## src/rtl/noc_pkg.sv

```systemverilog
// Shared definitions for the PE network interface: flit field offsets,
// flit width computation and a flit struct at the default geometry.
package noc_pkg;

   // Default geometry (1-bit X/Y fields, 256-bit payload)
   localparam int DEF_X_SIZE = 1;
   localparam int DEF_Y_SIZE = 1;
   localparam int DEF_DATA_W = 256;

   // Flit field offsets at the default geometry; X always sits at bit 0
   localparam int X_LSB    = 0;
   localparam int Y_LSB    = DEF_X_SIZE;
   localparam int DATA_LSB = DEF_X_SIZE + DEF_Y_SIZE;

   // Field offsets for an arbitrary geometry
   function automatic int f_y_lsb(input int xs);
      return X_LSB + xs;
   endfunction

   function automatic int f_data_lsb(input int xs, input int ys);
      return X_LSB + xs + ys;
   endfunction

   // Full flit width: {data, y, x}
   function automatic int f_total_width(input int xs, input int ys, input int dw);
      return xs + ys + dw;
   endfunction

   // Flit layout, MSB first: payload, dest Y, dest X
   typedef struct packed {
      logic [DEF_DATA_W-1:0] data;
      logic [DEF_Y_SIZE-1:0] y;
      logic [DEF_X_SIZE-1:0] x;
   } flit_t;

endpackage

```

## src/rtl/noc_sync_fifo.sv

```systemverilog
// Synchronous first-word-fall-through FIFO with occupancy count.
// The caller decides legality of push/pop; the FIFO simply performs them,
// so a push into a full FIFO is only safe when paired with a pop.
module noc_sync_fifo
   import noc_pkg::*;
#(
   parameter int WIDTH = 8,
   parameter int DEPTH = 4
) (
   input  logic                       clk,
   input  logic                       rstn,
   input  logic                       i_push,
   input  logic [WIDTH-1:0]           i_data,
   input  logic                       i_pop,
   output logic [WIDTH-1:0]           o_data,
   output logic [$clog2(DEPTH):0]     o_count,
   output logic                       o_full,
   output logic                       o_empty
);

   localparam int PTR_W = $clog2(DEPTH);
   localparam int CNT_W = PTR_W + 1;

   logic [DEPTH-1:0][WIDTH-1:0] r_mem;
   logic [PTR_W-1:0]            r_wr_ptr;
   logic [PTR_W-1:0]            r_rd_ptr;
   logic [CNT_W-1:0]            r_count;

   // Storage, pointers (wrap naturally, depth is a power of 2) and count
   always_ff @(posedge clk or negedge rstn) begin
      if (!rstn) begin
         r_mem    <= '0;
         r_wr_ptr <= '0;
         r_rd_ptr <= '0;
         r_count  <= '0;
      end else begin
         if (i_push) begin
            r_mem[r_wr_ptr] <= i_data;
            r_wr_ptr        <= r_wr_ptr + 1'b1;
         end
         if (i_pop) begin
            r_rd_ptr <= r_rd_ptr + 1'b1;
         end
         case ({i_push, i_pop})
            2'b10:   r_count <= r_count + 1'b1;
            2'b01:   r_count <= r_count - 1'b1;
            default: r_count <= r_count;
         endcase
      end
   end

   assign o_data  = r_mem[r_rd_ptr];
   assign o_count = r_count;
   assign o_full  = (r_count == CNT_W'(DEPTH));
   assign o_empty = (r_count == '0);

endmodule

```

## src/rtl/noc_pe_interface.sv

```systemverilog
// Network interface between a PE and the PE port of one mesh/torus switch.
// TX: PE payload + destination is packed into a flit {data, y, x}, buffered
// and injected under switch backpressure. RX: ejected flits are always sunk
// (no backpressure from the switch); overflow and misroute are sticky flags.
// Optional statistics counters are enabled by defining NOC_PE_STATS_EN.
module noc_pe_interface
   import noc_pkg::*;
#(
   parameter int x_coord     = 0,
   parameter int y_coord     = 0,
   parameter int x_size      = 1,
   parameter int y_size      = 1,
   parameter int data_width  = 256,
   parameter int total_width = f_total_width(x_size, y_size, data_width),
   parameter int TX_DEPTH    = 4,
   parameter int RX_DEPTH    = 4
) (
   input  logic                          clk,
   input  logic                          rstn,
   input  logic                          s_valid,
   output logic                          s_ready,
   input  logic [data_width-1:0]         s_data,
   input  logic [x_size-1:0]             s_dest_x,
   input  logic [y_size-1:0]             s_dest_y,
   output logic                          o_noc_valid,
   input  logic                          i_noc_ready,
   output logic [total_width-1:0]        o_noc_data,
   input  logic                          i_noc_valid,
   input  logic [total_width-1:0]        i_noc_data,
   output logic                          m_valid,
   input  logic                          m_ready,
   output logic [data_width-1:0]         m_data,
   output logic [$clog2(TX_DEPTH):0]     o_tx_count,
   output logic [$clog2(RX_DEPTH):0]     o_rx_count,
`ifdef NOC_PE_STATS_EN
   output logic [31:0]                   o_tx_flits,
   output logic [31:0]                   o_rx_flits,
   output logic [31:0]                   o_tx_stall_cycles,
`endif
   output logic                          o_rx_overflow,
   output logic                          o_rx_misroute
);

   localparam int Y_OFF    = f_y_lsb(x_size);
   localparam int DATA_OFF = f_data_lsb(x_size, y_size);

   // ---------------- TX path ----------------
   logic                   w_tx_push;
   logic                   w_tx_pop;
   logic                   w_tx_full;
   logic                   w_tx_empty;
   logic [total_width-1:0] w_tx_flit;

   // A full TX FIFO refuses pushes even if a pop happens the same cycle,
   // keeping s_ready a pure function of stored state.
   assign s_ready     = !w_tx_full;
   assign w_tx_push   = s_valid & !w_tx_full;
   assign o_noc_valid = !w_tx_empty;
   assign w_tx_pop    = !w_tx_empty & i_noc_ready;
   assign w_tx_flit   = {s_data, s_dest_y, s_dest_x};

   noc_sync_fifo #(
      .WIDTH (total_width),
      .DEPTH (TX_DEPTH)
   ) u_tx_fifo (
      .clk     (clk),
      .rstn    (rstn),
      .i_push  (w_tx_push),
      .i_data  (w_tx_flit),
      .i_pop   (w_tx_pop),
      .o_data  (o_noc_data),
      .o_count (o_tx_count),
      .o_full  (w_tx_full),
      .o_empty (w_tx_empty)
   );

   // ---------------- RX path ----------------
   logic                  w_rx_push;
   logic                  w_rx_pop;
   logic                  w_rx_full;
   logic                  w_rx_empty;
   logic                  w_rx_drop;
   logic                  w_rx_misroute;
   logic [x_size-1:0]     w_rx_x;
   logic [y_size-1:0]     w_rx_y;
   logic [data_width-1:0] w_rx_payload;
   logic                  r_rx_overflow;
   logic                  r_rx_misroute;

   assign w_rx_x       = i_noc_data[X_LSB +: x_size];
   assign w_rx_y       = i_noc_data[Y_OFF +: y_size];
   assign w_rx_payload = i_noc_data[DATA_OFF +: data_width];

   // The ejection port cannot be stalled, so a full RX FIFO still takes a
   // flit when the PE drains one in the same cycle.
   assign m_valid       = !w_rx_empty;
   assign w_rx_pop      = !w_rx_empty & m_ready;
   assign w_rx_push     = i_noc_valid & (!w_rx_full | w_rx_pop);
   assign w_rx_drop     = i_noc_valid & !w_rx_push;
   assign w_rx_misroute = i_noc_valid &
                          ((w_rx_x != x_size'(x_coord)) | (w_rx_y != y_size'(y_coord)));

   noc_sync_fifo #(
      .WIDTH (data_width),
      .DEPTH (RX_DEPTH)
   ) u_rx_fifo (
      .clk     (clk),
      .rstn    (rstn),
      .i_push  (w_rx_push),
      .i_data  (w_rx_payload),
      .i_pop   (w_rx_pop),
      .o_data  (m_data),
      .o_count (o_rx_count),
      .o_full  (w_rx_full),
      .o_empty (w_rx_empty)
   );

   // Sticky error flags, cleared only by reset
   always_ff @(posedge clk or negedge rstn) begin
      if (!rstn) begin
         r_rx_overflow <= 1'b0;
         r_rx_misroute <= 1'b0;
      end else begin
         if (w_rx_drop)     r_rx_overflow <= 1'b1;
         if (w_rx_misroute) r_rx_misroute <= 1'b1;
      end
   end

   assign o_rx_overflow = r_rx_overflow;
   assign o_rx_misroute = r_rx_misroute;

`ifdef NOC_PE_STATS_EN
   logic [31:0] r_tx_flits;
   logic [31:0] r_rx_flits;
   logic [31:0] r_tx_stall_cycles;

   // Free-running traffic counters, wrapping at 2^32
   always_ff @(posedge clk or negedge rstn) begin
      if (!rstn) begin
         r_tx_flits        <= '0;
         r_rx_flits        <= '0;
         r_tx_stall_cycles <= '0;
      end else begin
         if (w_tx_pop)                    r_tx_flits        <= r_tx_flits + 32'd1;
         if (w_rx_push)                   r_rx_flits        <= r_rx_flits + 32'd1;
         if (o_noc_valid & !i_noc_ready)  r_tx_stall_cycles <= r_tx_stall_cycles + 32'd1;
      end
   end

   assign o_tx_flits        = r_tx_flits;
   assign o_rx_flits        = r_rx_flits;
   assign o_tx_stall_cycles = r_tx_stall_cycles;
`endif

endmodule
```

## config.mk

```make
export PLATFORM = sky130hd
export DESIGN_NAME = noc_pe_interface
export DESIGN_NICKNAME = d
export VERILOG_FILES = /design/src/rtl/noc_pkg.sv /design/src/rtl/noc_sync_fifo.sv /design/src/rtl/noc_pe_interface.sv
export SDC_FILE = /design/constraint.sdc
export NUM_CORES = 2
export LEC_CHECK = 0
export BUFFER_PORTS_ARGS = -buffer_cell sky130_fd_sc_hd__buf_2
export CAP_MARGIN = 20
export CORE_MARGIN = 4
export CORE_UTILIZATION = 50
export CTS_CLUSTER_DIAMETER = 50
export DETAILED_ROUTE_END_ITERATION = 10
export MAX_ROUTING_LAYER = met4
export PLACE_DENSITY = 0.7
export SLEW_MARGIN = 20
export SYNTH_ARGS = -nofsm -noshare
export SYNTH_HDL_FRONTEND = slang
export SYNTH_SLANG_ARGS = --single-unit
export TNS_END_PERCENT = 50
```

## constraint.sdc

```tcl
create_clock -name clk -period 5.7 [get_ports clk]
set_clock_uncertainty 0.15 [all_clocks]
set_input_delay 0 -clock clk [delete_from_list [all_inputs] [get_ports clk]]
set_output_delay 0 -clock clk [all_outputs]
set_load 0.05 [all_outputs]
```

==> flow_metrics.tcl <==
set metrics [dict create \
    grt_remaining_overflow 0 \
    crit_family "flip-flops" \
    yosysWarnings 0 \
    drive_above_1_share_pct 55.9 \
    root_buffer "clkbuf_16" \
    cp.required_ns 5.55 \
    arrival_ns 3.59 \
    wl_per_cell_um 25.2 \
    synthMuxAreaShare_pct 41.0 \
    regToRegStartpoint "u_rx_fifo.r_wr_ptr[0]$_DFFE_PN0P_" \
    dr.pass1.iters 5 \
    ys_seq_area_share_pct 55.8 \
    drt_drc_violations_left 0 \
    synth_top_family_by_area "multiplexers" \
    setup_tns_ns 0 \
    die_w_um 439 \
    nets 7646 \
    hold_depth 4 \
    crit_path_start_kind "flip-flop" \
    ys_types 26 \
    layout_commonest_cell "dfrtp_1" \
    syn_nets 5587 \
    r2r_slack_ns 2.18 \
    crit_chain "buf_4 -> mux4_2 -> buf_2" \
    gp_congestion 0.852 \
    grt_pass1_wl_um 384000 \
    core.rowCount 157 \
    postRouteAntennaNets 0 \
    netlist_area_um2 92900 \
    num_vias 54500 \
    slowest_stage "dfrtp_4" \
    status "completed" \
    cts_buffers 224 \
    post-route-period-util_pct 65.6 \
    finalHoldViolations 0 \
    area_growth_pct 27.1 \
    drt_first_iter_violations 3019 \
    setup-violations-final 0 \
    min_period_ns 3.74 \
    maxCapViolations 0 \
    max_slew_margin_pct 23.8 \
    syn_area_per_cell_um2 18.4 \
    finalWirelength_um 248000 \
    dieArea_um2 193000 \
    cts.sinks 2072 \
    final_cell_mix "dfrtp_1, mux2_2, buf_2, dlygate4sd3_1, mux2_4" \
    clk_latency_ns 0.86 \
    drv_slew 0 \
    antenna_found_initial 75 \
    path_buf_inv 2 \
    portBuffers 1046 \
    fmax_mhz 268 \
    initial_utilization_pct 50.5 \
    grt_pass1_vias 60400 \
    crit_path_max_incr_delay_ns 1.09 \
    io_pins 1047 \
    synthSimpleGateAreaFrac_pct 0.158 \
    routed_via_density 5.54 \
    die_h_um 439 \
    rsz0062_at_grt "false" \
    track_usage_pct 26.5 \
    synthXorXnorAreaFrac_pct 0.113 \
    synthCells 5053 \
    cts_setup_buffers 0 \
    cp_max_fo 43 \
    cts_tree "yes" \
    hpwl_um 157000 \
    regToRegEndpoint "u_rx_fifo.r_mem[159]$_DFFE_PN0P_" \
    worstHoldStart "m_ready" \
    htree_levels 4 \
    grt_max_degree 182 \
    hp-class "input pin to flip-flop" \
    cts_buffer_depth 3 \
    synth_adder_area_share_pct 0.178 \
    cts.clk_slew.worst_paths_ns 0.06 \
    worstMarginPinSlew_ns 1.14 \
    cp-end-kind "primary output" \
    worstHoldEndpoint "u_rx_fifo.r_rd_ptr[0]$_DFFE_PN0P_" \
    synth_compound_area_share_pct 0.0377 \
    path_class "flip-flop to primary output" \
    yosys_register_bits 2072 \
    ff2ff_path_depth 7 \
    core_um2 184000 \
]
kinds of logic (layout without fill, tap and decap cells):
group / Yosys count / in the layout
compound gates: 5 / 5
buf+inv: 355 / 2598
flops: 2072 / 2072
simple gates: 24 / 24
xor+xnor: 12 / 12
mux: 2573 / 2573
other cells: 0 / 75
fa+ha+maj: 12 / 12
what timing repair did:
action | in CTS | in global routing
hold buffers | 1043 | 0
hold endpoints to repair | 3747 | 0
gates resized for setup | 0 | 0
metrics by stage:
stage | setup WS, ns | instance area, um2 | utilization, % | hold slack (ns) | instances
after floorplan | 3.07 | 92900 | - | -0.446 | 5053
after CTS | 1.79 | 118000 | 64.1 | 0.0397 | 9760
final | 1.96 | 118000 | 64.2 | 0.129 | 9835
after global routing | 1.68 | 118000 | 64.2 | 0.0945 | 9823
after global placement | 2.27 | 99900 | 54.4 | -0.0621 | 8307
after detailed placement | 2.24 | 99900 | 54.4 | -0.0613 | 8307
synth_stat cells:
master	n	area share, %
a21o_1	1	0.0081
and3_4	4	0.048
buf_1	24	0.097
buf_12	4	0.086
buf_2	161	0.87
buf_6	56	0.68
buf_8	44	0.71
clkbuf_1	56	0.23
dfrtp_1	2072	56
fa_1	2	0.043
ha_1	10	0.13
inv_1	10	0.040
mux2_2	1178	14
mux2_4	880	14
mux2i_1	1	0.011
mux4_2	514	12
nand2_1	8	0.032
nand2b_1	2	0.013
nor2_1	6	0.024
nor4b_2	1	0.016
o21ai_0	2	0.011
o31a_1	2	0.019
or3_1	2	0.013
or3b_1	1	0.0094
xnor2_1	6	0.057
xor2_1	6	0.057
area by class of cell:
class,instances,area (um2)
sequential,2072,51900
inverter,10,37.5
timing repair buffer,2178,16900
fill,12900,65900
clock inverter,77,827
antenna,75,188
clock buffer,333,6600
tap,2464,3080
multi-input combinational,2626,38500
metal layers:
layer / part of all wire [%] / global-route usage (%) / vias to the layer above
met5: 0 / - / -
li1: - / - / 23200
met2: 48 / 41.2 / 1464
met4: 5.9 / 13.6 / 0
met1: 40 / 33.1 / 29300
met3: 5.5 / 5.67 / 571
worst max path at each step:
| stage | start | endpoint | slack (ns) | cells past startpoint |
|---|---|---|---|---|
| final | u_rx_fifo.r_rd_ptr[0]$_DFFE_PN0P_ | m_data[118] | 1.96 | 3 |
| after floorplan | u_tx_fifo.o_count[2]$_DFFE_PN0P_ | u_tx_fifo.o_count[2]$_DFFE_PN0P_ | 3.07 | 9 |
| after global routing | u_rx_fifo.r_rd_ptr[0]$_DFFE_PN0P_ | m_data[118] | 1.68 | 3 |
| after CTS | u_rx_fifo.r_rd_ptr[0]$_DFFE_PN0P_ | m_data[118] | 1.79 | 3 |
| after detailed placement | u_rx_fifo.r_wr_ptr[0]$_DFFE_PN0P_ | u_rx_fifo.r_mem[132]$_DFFE_PN0P_ | 2.24 | 7 |
| after global placement | u_rx_fifo.r_wr_ptr[1]$_DFFE_PN0P_ | u_rx_fifo.r_mem[127]$_DFFE_PN0P_ | 2.27 | 7 |
worst min-delay path: stages:
cell and delay, ns:
dlygate4sd3_1 0.55, buf_2 0.14, o31a_1 0.20, xor2_1 0.16
registers in the layout, summed over array words and instances, names as in the netlist:
name and cells:
u_tx_fifo.r_mem 1032, u_rx_fifo.r_mem 1024, u_rx_fifo.o_count 3, u_tx_fifo.o_count 3
u_rx_fifo.r_rd_ptr 2, u_rx_fifo.r_wr_ptr 2, u_tx_fifo.r_rd_ptr 2, u_tx_fifo.r_wr_ptr 2
o_rx_misroute 1, o_rx_overflow 1
Power is not shown: default switching activity piles up to over one toggle a cycle in this logic, so the estimate is an artifact.
